[config.mk]
export PLATFORM = sky130hd
export DESIGN_NAME = jpeg_huffman_symbol_decoder
export DESIGN_NICKNAME = d
export VERILOG_FILES = /design/src/rtl/jpeg_huffman_symbol_decoder.sv
export SDC_FILE = /design/constraint.sdc
export NUM_CORES = 2
export LEC_CHECK = 0
export CORE_ASPECT_RATIO = 0.8
export CORE_MARGIN = 4
export CORE_UTILIZATION = 35
export DETAILED_ROUTE_END_ITERATION = 12
export SYNTH_ARGS = -nofsm -noshare
export SYNTH_HDL_FRONTEND = slang
export SYNTH_SLANG_ARGS = --single-unit
export TNS_END_PERCENT = 10
[constraint.sdc]
create_clock -name clk -period 6.2 [get_ports clk]
set_input_delay 1.86 -clock clk [delete_from_list [all_inputs] [get_ports clk]]
set_output_delay 1.86 -clock clk [all_outputs]
set_load 0.05 [all_outputs]
[src/rtl/jpeg_huffman_symbol_decoder.sv]
// Canonical JPEG Huffman decoder: builds MINCODE/MAXCODE/VALPTR from BITS in 16 cycles,
// then turns a serial MSB-first bitstream into 8-bit symbols with their code lengths.
module jpeg_huffman_symbol_decoder #(
  parameter  int VAL_DEPTH = 256,
  parameter  int MAX_LEN   = 16,
  localparam int VAW       = $clog2(VAL_DEPTH)
) (
  input  logic           clk,
  input  logic           rst_n,
  input  logic           cnt_wr_en,
  input  logic [3:0]     cnt_wr_addr,
  input  logic [7:0]     cnt_wr_data,
  input  logic           val_wr_en,
  input  logic [VAW-1:0] val_wr_addr,
  input  logic [7:0]     val_wr_data,
  input  logic           tbl_load,
  output logic           tbl_ready,
  input  logic           flush,
  input  logic           bit_valid,
  input  logic           bit_in,
  output logic           bit_ready,
  output logic           sym_valid,
  output logic [7:0]     sym_data,
  output logic [4:0]     sym_len,
  input  logic           sym_ready,
  output logic           err
);

  typedef enum logic [2:0] {S_IDLE, S_BUILD, S_DECODE, S_OUT, S_ERR} state_t;

  state_t state, state_d;

  logic [7:0]         cnt_mem [MAX_LEN];
  logic [7:0]         val_mem [VAL_DEPTH];
  logic [16:0]        mincode [MAX_LEN];
  logic [16:0]        maxcode [MAX_LEN];
  logic [8:0]         valptr  [MAX_LEN];
  logic [MAX_LEN-1:0] empty;

  logic [3:0]  k;
  logic [16:0] code;
  logic [8:0]  idx;
  logic [14:0] c;
  logic [4:0]  len;

  logic           tbl_wr, load_go, bit_acc;
  logic [7:0]     cnt_k;
  logic [17:0]    code_sum, code_lim;
  logic [9:0]     idx_sum;
  logic           build_err;
  logic [15:0]    c_next;
  logic [3:0]     lidx;
  logic           hit, last;
  logic [VAW-1:0] vaddr;
  logic [7:0]     sym_val;

  assign tbl_wr  = (cnt_wr_en | val_wr_en) & (state != S_BUILD);
  assign load_go = tbl_load & (state != S_BUILD);
  assign bit_acc = bit_valid & (state == S_DECODE);

  // One BUILD step: the running code must stay within 2^(k+1) codes of length k+1.
  assign cnt_k     = cnt_mem[k];
  assign code_sum  = {1'b0, code} + 18'(cnt_k);
  assign code_lim  = 18'd2 << k;
  assign idx_sum   = {1'b0, idx} + 10'(cnt_k);
  assign build_err = (code_sum > code_lim) || (idx_sum > 10'(VAL_DEPTH));

  // c' is never below mincode when the shorter prefixes did not match, so only maxcode is compared.
  assign c_next  = {c, bit_in};
  assign lidx    = len[3:0];
  assign last    = (len == 5'd15);
  assign hit     = !empty[lidx] && ({1'b0, c_next} <= maxcode[lidx]);
  assign vaddr   = VAW'(valptr[lidx]) + VAW'({1'b0, c_next} - mincode[lidx]);
  assign sym_val = val_mem[vaddr];

  always_ff @(posedge clk) begin
    if (!rst_n) state <= S_IDLE;
    else        state <= state_d;
  end

  always_comb begin
    // NOTE: every output of a combinational block gets a default first, otherwise a latch is inferred.
    state_d   = state;
    bit_ready = 1'b0;
    unique case (state)
      S_IDLE:   ;
      S_BUILD: begin
        if (build_err)      state_d = S_ERR;
        else if (k == 4'd15) state_d = S_DECODE;
      end
      S_DECODE: begin
        bit_ready = 1'b1;
        if (bit_acc && !flush) begin
          if (hit)       state_d = S_OUT;
          else if (last) state_d = S_ERR;
        end
      end
      S_OUT:    if (sym_ready || flush) state_d = S_DECODE;
      S_ERR:    ;
      default:  state_d = S_IDLE;
    endcase
    if (load_go)     state_d = S_BUILD;
    else if (tbl_wr) state_d = S_IDLE;
  end

  // NOTE: table storage carries no reset; contents survive rst_n and are only replaced by writes.
  always_ff @(posedge clk) begin
    if (cnt_wr_en && state != S_BUILD) cnt_mem[cnt_wr_addr] <= cnt_wr_data;
    if (val_wr_en && state != S_BUILD) val_mem[val_wr_addr] <= val_wr_data;
    if (state == S_BUILD) begin
      mincode[k] <= code;
      maxcode[k] <= code + 17'(cnt_k) - 17'd1;
      valptr[k]  <= idx;
      empty[k]   <= (cnt_k == 8'd0);
    end
  end

  // Later statements override earlier ones: load beats table write beats flush beats the state action.
  always_ff @(posedge clk) begin
    if (!rst_n) begin
      // NOTE: sequential state uses non-blocking assignments so every register samples pre-edge values.
      tbl_ready <= 1'b0;
      sym_valid <= 1'b0;
      sym_data  <= '0;
      sym_len   <= '0;
      err       <= 1'b0;
      k         <= '0;
      code      <= '0;
      idx       <= '0;
      c         <= '0;
      len       <= '0;
    end else begin
      unique case (state)
        S_BUILD: begin
          k    <= k + 4'd1;
          code <= {code_sum[15:0], 1'b0};
          idx  <= idx_sum[8:0];
          if (build_err)       err       <= 1'b1;
          else if (k == 4'd15) tbl_ready <= 1'b1;
        end
        S_DECODE: begin
          if (bit_acc && !flush) begin
            if (hit) begin
              sym_data  <= sym_val;
              sym_len   <= len + 5'd1;
              sym_valid <= 1'b1;
              c         <= '0;
              len       <= '0;
            end else if (last) begin
              err <= 1'b1;
              c   <= '0;
              len <= '0;
            end else begin
              c   <= c_next[14:0];
              len <= len + 5'd1;
            end
          end
        end
        S_OUT:   if (sym_ready) sym_valid <= 1'b0;
        default: ;
      endcase
      if (flush) begin
        c         <= '0;
        len       <= '0;
        sym_valid <= 1'b0;
      end
      if (tbl_wr) begin
        tbl_ready <= 1'b0;
        sym_valid <= 1'b0;
        c         <= '0;
        len       <= '0;
      end
      if (load_go) begin
        err       <= 1'b0;
        sym_valid <= 1'b0;
        tbl_ready <= 1'b0;
        k         <= '0;
        code      <= '0;
        idx       <= '0;
        c         <= '0;
        len       <= '0;
      end
    end
  end

endmodule

==> impl_metrics.py <==
metrics = {
    "clock_network": {
        "clkTransAtPathRegs_ns": 0.06,
        "postCtsSetupRepairBufs": 0,
        "cts.sink_count": 2780,
        "cts.path.max_buffers": 4,
        "cts_hold_buffers": 0,
        "cts-buffers-inserted": 296,
        "cts_resized": 0,
        "clock_tree.root_cell": "clkbuf_16",
        "htreeDepth": 5,
        "clock_tree_from_tritoncts": "yes",
        "clkLatencyLatePin_ns": 0.86,
    },
    "synth": {
        "synth-seq-cells": 2780,
        "synthesis.area_per_instance_sq_um": 20.9,
        "distinct_cell_type_count_after_synthesis": 67,
        "synth.cell_area_sq_um": 110000,
        "post-synth-top-area-fraction_pct": 73.9,
        "synth_area_leader_cell": "edfxtp_1",
        "postSynthNetCount": 5401,
        "synthFlopType": "edfxtp_1",
        "ys.warnings.count": 0,
        "synth_top_cells_by_area": "edfxtp_1, mux4_2, dfxtp_1, nor2_1, ha_1",
        "syn_inst": 5255,
        "postSynth.asyncResetShare_pct": 0,
        "yosysSeqAreaShare_pct": 75.3,
        "number_of_enable_flip_flop_cells_after_synthesis": 2704,
    },
    "critical_path": {
        "ff2ff_path_depth": 14,
        "critical_path.max_fanout": 29,
        "crit_type": "reg2reg",
        "timing.critical_path.to_type": "register",
        "worst-endpoint-required_ns": 6.93,
        "critical_path.startpoint_type": "register",
        "critPathArrivalTime_ns": 6.52,
    },
    "power_and_ir_drop": {
        "switching_share_pct": 24.0,
        "sw_pwr_mw": 10.4,
        "irDropWorstVdd_v": 0.000204,
        "power.share.sequential_pct": 48.0,
        "p_per_area_nw_per_um2": 341,
        "clockPowerShare_pct": 39.8,
        "combinationalPowerShare_pct": 12.2,
        "p_int_mw": 33.0,
        "leakage_nw": 39.9,
    },
    "timing": {
        "finClkSkew_ns": 0.0637,
        "timing_hold_violations_final": 0,
        "peak_freq_mhz": 173,
        "slew_viol_final": 0,
        "final_min_period_over_clock_period_pct": 93.4,
        "timing_worst_slew_pin_value_ns": 1.28,
        "setup_repair_after_global_routing_missed_its_margin": "false",
        "timing.max_slew.rel_slack_pct": 14.1,
        "setup_viol": 0,
        "finalSetupTns_ns": 0,
        "final.min_clock_period_ns": 5.79,
    },
    "floorplanning": {
        "chipHeight_um": 509,
        "core_ar_sq_um": 312000,
        "initial_utilization_pct": 35.2,
        "floorplan.die.width_um": 634,
        "dieArea_sq_um": 323000,
        "ioPinCount": 54,
        "fp-row-count": 183,
    },
    "final_layout": {
        "multi_input_area_sq_um": 25800,
        "post-route-util_pct": 40.9,
        "final_nets": 5834,
        "syn2layout_area_growth_pct": 16.0,
        "final.fill_count": 26900,
        "register_area_sq_um": 82700,
        "layout-drive-gt1-share_pct": 27.3,
    },
    "drt": {
        "first_iter_violations": 6292,
        "vias": 54400,
        "finalWirelength_um": 273000,
        "detail-route-antenna-nets": 0,
        "via_per_instance_ratio": 5.41,
        "drc": 0,
        "number_of_detailed_routing_iterations_run_before_antenna_repair": 6,
        "detail_route.wl_per_cell_um": 27.1,
    },
    "global_route": {
        "number_of_antenna_violations_at_the_first_check_in_global_routing": 10,
        "grt.overflow.total": 0,
        "first_global_vias": 55200,
        "grt_start_max_net_pins": 158,
        "globalRouteTotalUtil_pct": 16.8,
        "grt_pass1_wl_um": 399000,
    },
    "min_path": {
        "hold_start": "err",
        "min_path_type": "reg2reg",
        "worst_hold_path.num_cells": 2,
    },
    "job": {
        "cap_violations": 0,
    },
    "placed_design": {
        "buffer_ports.inserted": 53,
        "routabilityCongestion": 0.878,
        "dp_hpwl_um": 171000,
    },
    "outcome": {
        "outcome": "complete, no violations",
    },
}
cell type report:
class / instances / share of cell area [%]
Antenna cell: 2 / 0.00393
Clock buffer: 351 / 6.06
Clock inverter: 162 / 1.32
Inverter: 90 / 0.265
Multi-Input combinational cell: 2112 / 20.2
Sequential cell: 2780 / 65.0
Tap cell: 4162 / 4.09
Timing Repair Buffer: 408 / 3.05
path summary, 6_finish.rpt:
kind,slack [ns],to
worst max-delay path,0.41,sym_data[6]
worst min register to register,0.45,err
worst max register to register,0.41,sym_data[6]
worst min-delay path,0.45,err
state kept, by name, indices dropped and copies added, names as in the netlist, 3 cells and up, named ones only:
signal,flops
val_mem,2048
maxcode,272
cnt_mem,128
valptr,128
mincode,112
code,16
empty,16
c,15
idx,9
sym_data,8
len,5
sym_len,5
k,4
state,3
routing by layer:
| metal | share of wire, % | vias up | global-route usage [%] |
|---|---|---|---|
| met5 | 0 | - | 0 |
| met4 | 2.9 | 0 | 4.75 |
| met3 | 7.9 | 422 | 3.13 |
| met2 | 45 | 2250 | 25.0 |
| met1 | 44 | 29200 | 25.2 |
| li1 | - | 22500 | - |
per-stage QoR:
step | cells | power, mW | setup slack, ns | instance area, sq um | hold slack, ns
2_1_floorplan | 5255 | 24.1 | 0.199 | 110000 | 0.481
3_3_place_gp | 9552 | 26.5 | 0.0374 | 118000 | 0.441
3_5_place_dp | 9552 | 26.5 | 0.0503 | 118000 | 0.444
4_1_cts | 10100 | 43.8 | 0.258 | 127000 | 0.451
5_1_grt | 10100 | 44.9 | 0.0215 | 127000 | 0.483
6_report | 10100 | 43.5 | 0.407 | 127000 | 0.452
cells in the final DEF (no fill, tap or decap), types with 11 or more instances in the layout:
master | synthesis | layout
and2_1 | 13 | 13
nand2b_1 | 16 | 16
mux2i_1 | 33 | 33
bufinv_16 | 0 | 29
a31oi_1 | 15 | 15
nor3_1 | 21 | 20
clkinv_1 | 0 | 56
nor2_1 | 365 | 347
nand4_1 | 15 | 15
buf_12 | 0 | 52
clkinv_2 | 0 | 50
ha_1 | 100 | 98
dfxtp_1 | 76 | 71
a211oi_1 | 31 | 31
clkbuf_16 | 0 | 301
a22oi_1 | 43 | 43
nand2_1 | 281 | 281
nor2b_1 | 23 | 23
clkdlybuf4s50_1 | 0 | 45
a21oi_1 | 93 | 92
clkbuf_1 | 135 | 50
nand3_1 | 66 | 62
edfxtp_1 | 2704 | 2704
buf_4 | 30 | 303
inv_1 | 90 | 90
o211ai_1 | 20 | 20
xnor2_1 | 38 | 32
nor2_4 | 0 | 16
mux4_2 | 791 | 791
a21o_1 | 12 | 11
o21ai_0 | 17 | 17
cell families (layout without fill, tap and decap cells):
family,Yosys count,in the layout,share of synthesized area [%]
AO/OA/AOI/OAI,299,299,1.83
XOR/XNOR,47,47,0.375
adder cells (fa/ha/maj),109,109,1.30
buffers and inverters,363,1011,1.44
flip-flops,2780,2780,75.3
multiplexers,828,828,16.6
other,0,2,0
AND/OR/NAND/NOR,829,829,3.17
cells in the mapped netlist, types with 3 or more instances:
master	instances
xor2_1	9
inv_1	90
nor2_1	365
clkbuf_1	135
nor3_1	21
mux4_2	791
or2_2	7
mux2_2	4
xnor2_1	38
a21o_1	12
nand3_1	66
a211oi_1	31
o21a_1	7
nand4_1	15
or3_1	4
buf_1	44
ha_1	100
o21bai_1	5
and3_1	5
o2111ai_1	3
nand2b_1	16
fa_1	9
mux2i_1	33
a21oi_1	93
a22oi_1	43
dfxtp_1	76
nor2b_1	23
o21ai_0	17
buf_2	59
a2111oi_0	8
nand2_1	281
o31ai_1	8
edfxtp_1	2704
and2_1	13
o211ai_1	20
buf_6	5
a31oi_1	15
buf_4	30
o211a_1	3
a32oi_1	7
o221ai_1	7
nand4b_1	3
power by group through the flow:
stage	sequential (mW)	clock, mW	combinational (mW)
finish	20.9	17.3	5.29
global route	20.9	18.5	5.58
CTS	20.9	17.7	5.28
detailed placement	21.3	0	5.26
global placement	21.3	0	5.23
floorplan	21.3	0	2.85
worst max-delay path, stage by stage (launching register included):
cell       delay, ns
dfxtp_4         0.38
buf_12          0.26
mux4_2          0.55
mux4_2          0.50
fa_1            0.61
inv_1           0.09
ha_4            0.47
buf_12          0.25
buf_12          0.21
mux4_2          0.35
mux4_2          0.48
a22oi_1         0.59
a32oi_1         0.26
a2111oi_0       0.48
o31ai_1         0.13
Note: power is estimated with default switching activity, not from simulation.
